`config.mk`:
```
export PLATFORM = sky130hd
export DESIGN_NAME = truth_table_sweeper_flat
export DESIGN_NICKNAME = d
export VERILOG_FILES = /design/src/rtl/truth_table_sweeper_pkg.sv /design/src/rtl/truth_table_sweeper_if.sv /design/src/rtl/truth_table_sweeper_sweep_step_timer.sv /design/src/rtl/truth_table_sweeper.sv /design/src/flat_wrapper.sv
export SDC_FILE = /design/constraint.sdc
export NUM_CORES = 1
export LEC_CHECK = 0
export BUFFER_PORTS_ARGS = -buffer_cell sky130_fd_sc_hd__buf_4
export CORE_MARGIN = 8
export CORE_UTILIZATION = 44
export CTS_BUF_LIST = sky130_fd_sc_hd__clkbuf_16
export CTS_CLUSTER_DIAMETER = 60
export DETAILED_ROUTE_END_ITERATION = 8
export MAX_ROUTING_LAYER = met4
export SETUP_SLACK_MARGIN = 0.4
export SLEW_MARGIN = 20
export SYNTH_ARGS = -nofsm -noshare
export SYNTH_HDL_FRONTEND = slang
export SYNTH_SLANG_ARGS = --single-unit
export TNS_END_PERCENT = 5
```
`constraint.sdc`:
```
create_clock -name clk -period 2.55 [get_ports clk]
set_clock_uncertainty 0.1 [all_clocks]
set_input_delay 0.51 -clock clk [delete_from_list [all_inputs] [get_ports clk]]
set_output_delay 0.51 -clock clk [all_outputs]
set_load 0.02 [all_outputs]
```
`src/rtl/truth_table_sweeper_pkg.sv`:
```
`default_nettype none
// ==========================================================================
// sweeper_pkg : shared types and widths for the truth-table sweeper (rev 1.0)
// ==========================================================================
package sweeper_pkg;

  localparam int NUM_VECTORS = 16;
  localparam int IDX_W       = 4;
  localparam int CNT_W       = 5;
  localparam int STEP_W      = 8;

  typedef enum logic [1:0] {
    IDLE = 2'd0,
    RUN  = 2'd1,
    DONE = 2'd2
  } state_t;

endpackage
`default_nettype wire

```
`src/rtl/truth_table_sweeper_if.sv`:
```
`default_nettype none
// ==========================================================================
// truth_table_sweeper_if : control, function-under-test and result signals (rev 1.0)
// ==========================================================================
interface truth_table_sweeper_if;
  import sweeper_pkg::*;

  logic                   start;
  logic                   abort;
  logic [NUM_VECTORS-1:0] expected;
  logic                   s_in;
  logic                   x;
  logic                   y;
  logic                   w;
  logic                   z;
  logic                   busy;
  logic                   done;
  logic [NUM_VECTORS-1:0] table_out;
  logic [CNT_W-1:0]       ones_count;
  logic                   pass;

  modport master (
    output start, abort, expected, s_in,
    input  x, y, w, z, busy, done, table_out, ones_count, pass
  );

  modport slave (
    input  start, abort, expected, s_in,
    output x, y, w, z, busy, done, table_out, ones_count, pass
  );

endinterface
`default_nettype wire

```
`src/rtl/truth_table_sweeper_sweep_step_timer.sv`:
```
`default_nettype none
// ==========================================================================
// sweep_step_timer : per-vector hold counter and vector index (rev 1.0)
// ==========================================================================
module sweep_step_timer
  import sweeper_pkg::*;
#(
  parameter int STEP_CYCLES = 1
) (
  input  wire logic             clk,
  input  wire logic             rst_n,
  input  wire logic             clear,
  input  wire logic             enable,
  output logic                  sample_en,
  output logic                  last_vector,
  output logic [IDX_W-1:0]      idx
);

  localparam logic [STEP_W-1:0] STEP_LAST = STEP_W'(STEP_CYCLES - 1);

  logic [STEP_W-1:0] step;

  // idx doubles as the registered vector drive, so it is held at zero outside a sweep
  always_ff @(posedge clk or negedge rst_n) begin
    if (!rst_n) begin
      step <= '0;
      idx  <= '0;
    end else if (clear) begin
      step <= '0;
      idx  <= '0;
    end else if (enable) begin
      if (step == STEP_LAST) begin
        step <= '0;
        idx  <= idx + 1'b1;
      end else begin
        step <= step + 1'b1;
      end
    end
  end

  assign sample_en   = enable && (step == STEP_LAST);
  assign last_vector = (idx == IDX_W'(NUM_VECTORS - 1));

endmodule
`default_nettype wire

```
`src/rtl/truth_table_sweeper.sv`:
```
`default_nettype none
// ==========================================================================
// truth_table_sweeper : sweeps 16 input vectors, captures s_in, checks signature (rev 1.0)
// ==========================================================================
module truth_table_sweeper
  import sweeper_pkg::*;
#(
  parameter int STEP_CYCLES = 1
) (
  input  wire logic               clk,
  input  wire logic               rst_n,
  truth_table_sweeper_if.slave    bus
);

  state_t                 state;
  state_t                 state_nxt;
  logic                   sample_en;
  logic                   last_vector;
  logic [IDX_W-1:0]       idx;
  logic [NUM_VECTORS-1:0] work;
  logic [NUM_VECTORS-1:0] work_nxt;
  logic [NUM_VECTORS-1:0] exp_q;
  logic [CNT_W-1:0]       cnt;
  logic [CNT_W-1:0]       cnt_nxt;
  logic [NUM_VECTORS-1:0] table_q;
  logic [CNT_W-1:0]       ones_q;
  logic                   pass_q;
  logic                   capture;

  always_ff @(posedge clk or negedge rst_n) begin
    if (!rst_n) begin
      state <= IDLE;
    end else begin
      state <= state_nxt;
    end
  end

  always_comb begin
    state_nxt = state;
    case (state)
      IDLE: if (bus.start) state_nxt = RUN;
      RUN: begin
        if (bus.abort) begin
          state_nxt = IDLE;
        end else if (sample_en && last_vector) begin
          state_nxt = DONE;
        end
      end
      DONE:    state_nxt = IDLE;
      default: state_nxt = IDLE;
    endcase
  end

  sweep_step_timer #(
    .STEP_CYCLES (STEP_CYCLES)
  ) u_timer (
    .clk         (clk),
    .rst_n       (rst_n),
    .clear       (state_nxt != RUN),
    .enable      (state == RUN),
    .sample_en   (sample_en),
    .last_vector (last_vector),
    .idx         (idx)
  );

  // abort on the final sample edge must discard the sweep, hence the !abort gate
  assign capture = (state == RUN) && !bus.abort && sample_en;

  always_comb begin
    work_nxt      = work;
    work_nxt[idx] = bus.s_in;
    cnt_nxt       = cnt + CNT_W'(bus.s_in);
  end

  // results are committed on the last sample edge so they are visible alongside done
  always_ff @(posedge clk or negedge rst_n) begin
    if (!rst_n) begin
      exp_q   <= '0;
      work    <= '0;
      cnt     <= '0;
      table_q <= '0;
      ones_q  <= '0;
      pass_q  <= 1'b0;
    end else if ((state == IDLE) && bus.start) begin
      exp_q <= bus.expected;
      work  <= '0;
      cnt   <= '0;
    end else if (capture) begin
      work <= work_nxt;
      cnt  <= cnt_nxt;
      if (last_vector) begin
        table_q <= work_nxt;
        ones_q  <= cnt_nxt;
        pass_q  <= (work_nxt == exp_q);
      end
    end
  end

  assign {bus.x, bus.y, bus.w, bus.z} = idx;
  assign bus.busy       = (state == RUN);
  assign bus.done       = (state == DONE);
  assign bus.table_out  = table_q;
  assign bus.ones_count = ones_q;
  assign bus.pass       = pass_q;

endmodule
`default_nettype wire

```
`src/flat_wrapper.sv`:
```
// flat-port wrapper written by rule: the top's interface ports become plain ports
module truth_table_sweeper_flat import sweeper_pkg::*;
#(
  parameter int STEP_CYCLES = 1
)
  (clk, rst_n, bus_start, bus_abort, bus_expected, bus_s_in, bus_x, bus_y, bus_w, bus_z, bus_busy, bus_done, bus_table_out, bus_ones_count, bus_pass);
  truth_table_sweeper_if bus_i ();
  input  wire logic clk;
  input  wire logic rst_n;
  input wire logic [$bits(bus_i.start)-1:0] bus_start;
  input wire logic [$bits(bus_i.abort)-1:0] bus_abort;
  input wire logic [$bits(bus_i.expected)-1:0] bus_expected;
  input wire logic [$bits(bus_i.s_in)-1:0] bus_s_in;
  output wire logic [$bits(bus_i.x)-1:0] bus_x;
  output wire logic [$bits(bus_i.y)-1:0] bus_y;
  output wire logic [$bits(bus_i.w)-1:0] bus_w;
  output wire logic [$bits(bus_i.z)-1:0] bus_z;
  output wire logic [$bits(bus_i.busy)-1:0] bus_busy;
  output wire logic [$bits(bus_i.done)-1:0] bus_done;
  output wire logic [$bits(bus_i.table_out)-1:0] bus_table_out;
  output wire logic [$bits(bus_i.ones_count)-1:0] bus_ones_count;
  output wire logic [$bits(bus_i.pass)-1:0] bus_pass;
  assign bus_i.start = bus_start;
  assign bus_i.abort = bus_abort;
  assign bus_i.expected = bus_expected;
  assign bus_i.s_in = bus_s_in;
  assign bus_x = bus_i.x;
  assign bus_y = bus_i.y;
  assign bus_w = bus_i.w;
  assign bus_z = bus_i.z;
  assign bus_busy = bus_i.busy;
  assign bus_done = bus_i.done;
  assign bus_table_out = bus_i.table_out;
  assign bus_ones_count = bus_i.ones_count;
  assign bus_pass = bus_i.pass;
  truth_table_sweeper #(.STEP_CYCLES(STEP_CYCLES)) u_core (.clk(clk), .rst_n(rst_n), .bus(bus_i));
endmodule
```
==> metrics.cfg <==
[sta]
hold_viol_final=0
finalCritPeriodShare=0.847
drv_slew=0
setup_viol_count_final=0
worst_slew_pin_slew_ps=491
rsz0062_at_grt=yes
holdWs_ps=0.956
finalCriticalPeriod_ps=2160
tns_ps=0
clock.fmax_ghz=0.463
slew_headroom=0.672

[yosys]
async_flop_share=1.00
yosys_warnings=0
netlist.area_leader.share=0.478
synth.distinct_cells=46
syn-num-nets=440
yosysTopAreaCell=dfrtp_1
synth_cells=411
synth-seq-area-share=0.478
netlist_area_sq_um=3820
synthFlopType=dfrtp_1
synth-seq-cells=73
synth_common_cells=dfrtp_1, nand2_1, o21ai_0, inv_1
synthTopCellsByArea=dfrtp_1, nand2_1, o21ai_0
syn_avg_cell_area_sq_um=9.31
synth_edf_count=0

[placement]
dpl.hpwl_microns=7300
dpl_cell_area_sq_um=4400
portBuffers=48
globalplace.congestion=0.916

[floorplanning]
fp.dieArea_sq_um=11900
initial_core_util=0.445
io_pins=49
core_sq_um=8590
die_h_microns=109
die_w_microns=109
rows=34

[pwr]
p_leak_nw=2.30
peakVddDrop_mv=0.345
p_per_area_nw_per_um2=647

[clocking]
cts.sinks=73
cts_buffers=9
clk_transition_reported_paths_ps=60
cts_root_buffer=clkbuf_16
cts_hold_buf=0
cts-htree-levels=3
cts_tree=yes
clk_latency_ps=330
clk_path_buf_depth=2

[global_routing]
grt_pass1_wl_microns=16800
grt_usage=0.185
overflow=0
antenna_found_initial=0
grt_pass1_vias=3176
grt_max_degree=45

[setup_path]
r2r_slack_ps=390
worst-setup-path-type=flop to flop
crit_path_start=u_core.u_timer.idx[0]
crit_required_ps=2720
worst_r2r_endpoint=u_core.bus.pass
crit_slowest_cell=dfrtp_2
reg2reg_depth=7
crit_path_end_kind=flop
path_cells=inv_2, ha_2, or3b_4, a32oi_1, o21ai_0, nor4_2, a32o_1
worstSetupEndpoint=u_core.bus.pass
cpPeakStageDelay_ps=450
crit_path_start_kind=flop
crit_arrival_ps=2330
r2r-start=u_core.u_timer.idx[0]
critPathMaxFanout=7

[layout]
final_util=0.567
syn_to_final_growth_pct=27.3
num_antenna_cells=0
design_area_sq_um=4870
drive_gt1_frac=0.247
fin_nets=506

[detailed_routing]
routed_wl_microns=10200
wl_per_cell_microns=17.3
ant_nets=0
firstDrtPassIters=5
vias_per_cell=5.53
drc=0
drtIter0Drc=243
num_vias=3265

[outcome]
outcome=completed

[job]
cap_viol_max_count=0

[hold_path]
hp-class=input port to async pin

## sequential cells by signal, indices dropped and copies added, names as in the netlist
register and cells:
u_core.bus.table_out 16, u_core.bus.pass 1, u_core.u_timer.step 8, u_core.bus.ones_count 5
u_core.work 16, u_core.u_timer.idx 4, u_core.cnt 5, u_core.exp_q 16
u_core.state 2
## stage by stage
stage | setup WS, ps | cells | power, mW
2_1_floorplan | 410 | 411 | 1.64
3_3_place_gp | 210 | 564 | 1.84
3_5_place_dp | 177 | 564 | 1.85
4_1_cts | 336 | 583 | 3.12
5_1_grt | 327 | 590 | 3.30
6_report | 389 | 590 | 3.15
## logic make-up after synthesis
logic type / Yosys count / synth area share
compound gates: 96 / 0.163
buf+inv: 43 / 0.0429
simple gates: 161 / 0.218
flops: 73 / 0.478
xor+xnor: 17 / 0.0389
fa+ha+maj: 8 / 0.0262
mux: 13 / 0.0340
## worst min path at each step
stage          startpoint                       end  slack, ps
2_1_floorplan       rst_n  u_core.bus.ones_count[0]        110
3_3_place_gp        rst_n     u_core.u_timer.idx[3]        360
3_5_place_dp        rst_n     u_core.u_timer.idx[3]        360
4_1_cts             rst_n           u_core.work[13]          9
5_1_grt             rst_n           u_core.work[13]         10
6_report            rst_n           u_core.work[13]          1
## layout make-up
class                           count  area (sq um)
Clock inverter                      7          71.3
Multi-Input combinational cell    295          1950
Tap cell                          108           135
Clock buffer                        9           225
Fill cell                         798          3720
Timing Repair Buffer               75           567
Inverter                           23          86.3
Sequential cell                    73          1830
## layout by cell type, fill, tap and decap left out, types with 3 or more instances in the layout
cell type,netlist,layout
a32o_1,10,10
o32ai_1,4,4
nor3b_1,5,4
ha_4,0,3
and3_1,4,3
a21oi_1,12,11
ha_1,8,4
o21ai_0,46,46
dfrtp_2,0,4
nand2b_1,7,7
dfrtp_1,73,69
xor2_1,13,13
mux2i_2,0,3
mux2i_1,13,10
xnor2_1,4,4
clkbuf_16,0,9
o22ai_1,4,3
nor2b_1,4,4
clkinvlp_4,0,3
inv_1,21,19
o2bb2ai_1,9,9
buf_4,0,74
nand3_1,18,17
nand3b_1,8,8
nor2_1,18,18
nand4_1,4,4
nand2_1,73,73
## report_power, final
group	internal, mW	switching [mW]
registers	1.24	0.0955
clock network	0.755	0.500
logic	0.240	0.323
total	2.23	0.918
## layer usage
layer  part of all wire  GRT usage  vias up
met4              0.013     0.0762        0
met5                  0          -        -
met1               0.48      0.249     1584
met3              0.049     0.0366       13
met2               0.46      0.267       87
li1                   -          -     1581
## worst max-delay path, delay by kind of cell, from the launching register on
kind	cells	cell delay [ps]
flip-flops	1	450
buffers and inverters	1	110
AO/OA/AOI/OAI	3	510
AND/OR/NAND/NOR	2	700
adder cells (fa/ha/maj)	1	230
## repair_timing
action,CTS,global route
resized for setup,8,15
setup endpoints to repair,6,27
buffers inserted,3,7
pin swaps,3,2
No activity file was read; power rests on OpenSTA's default activity.
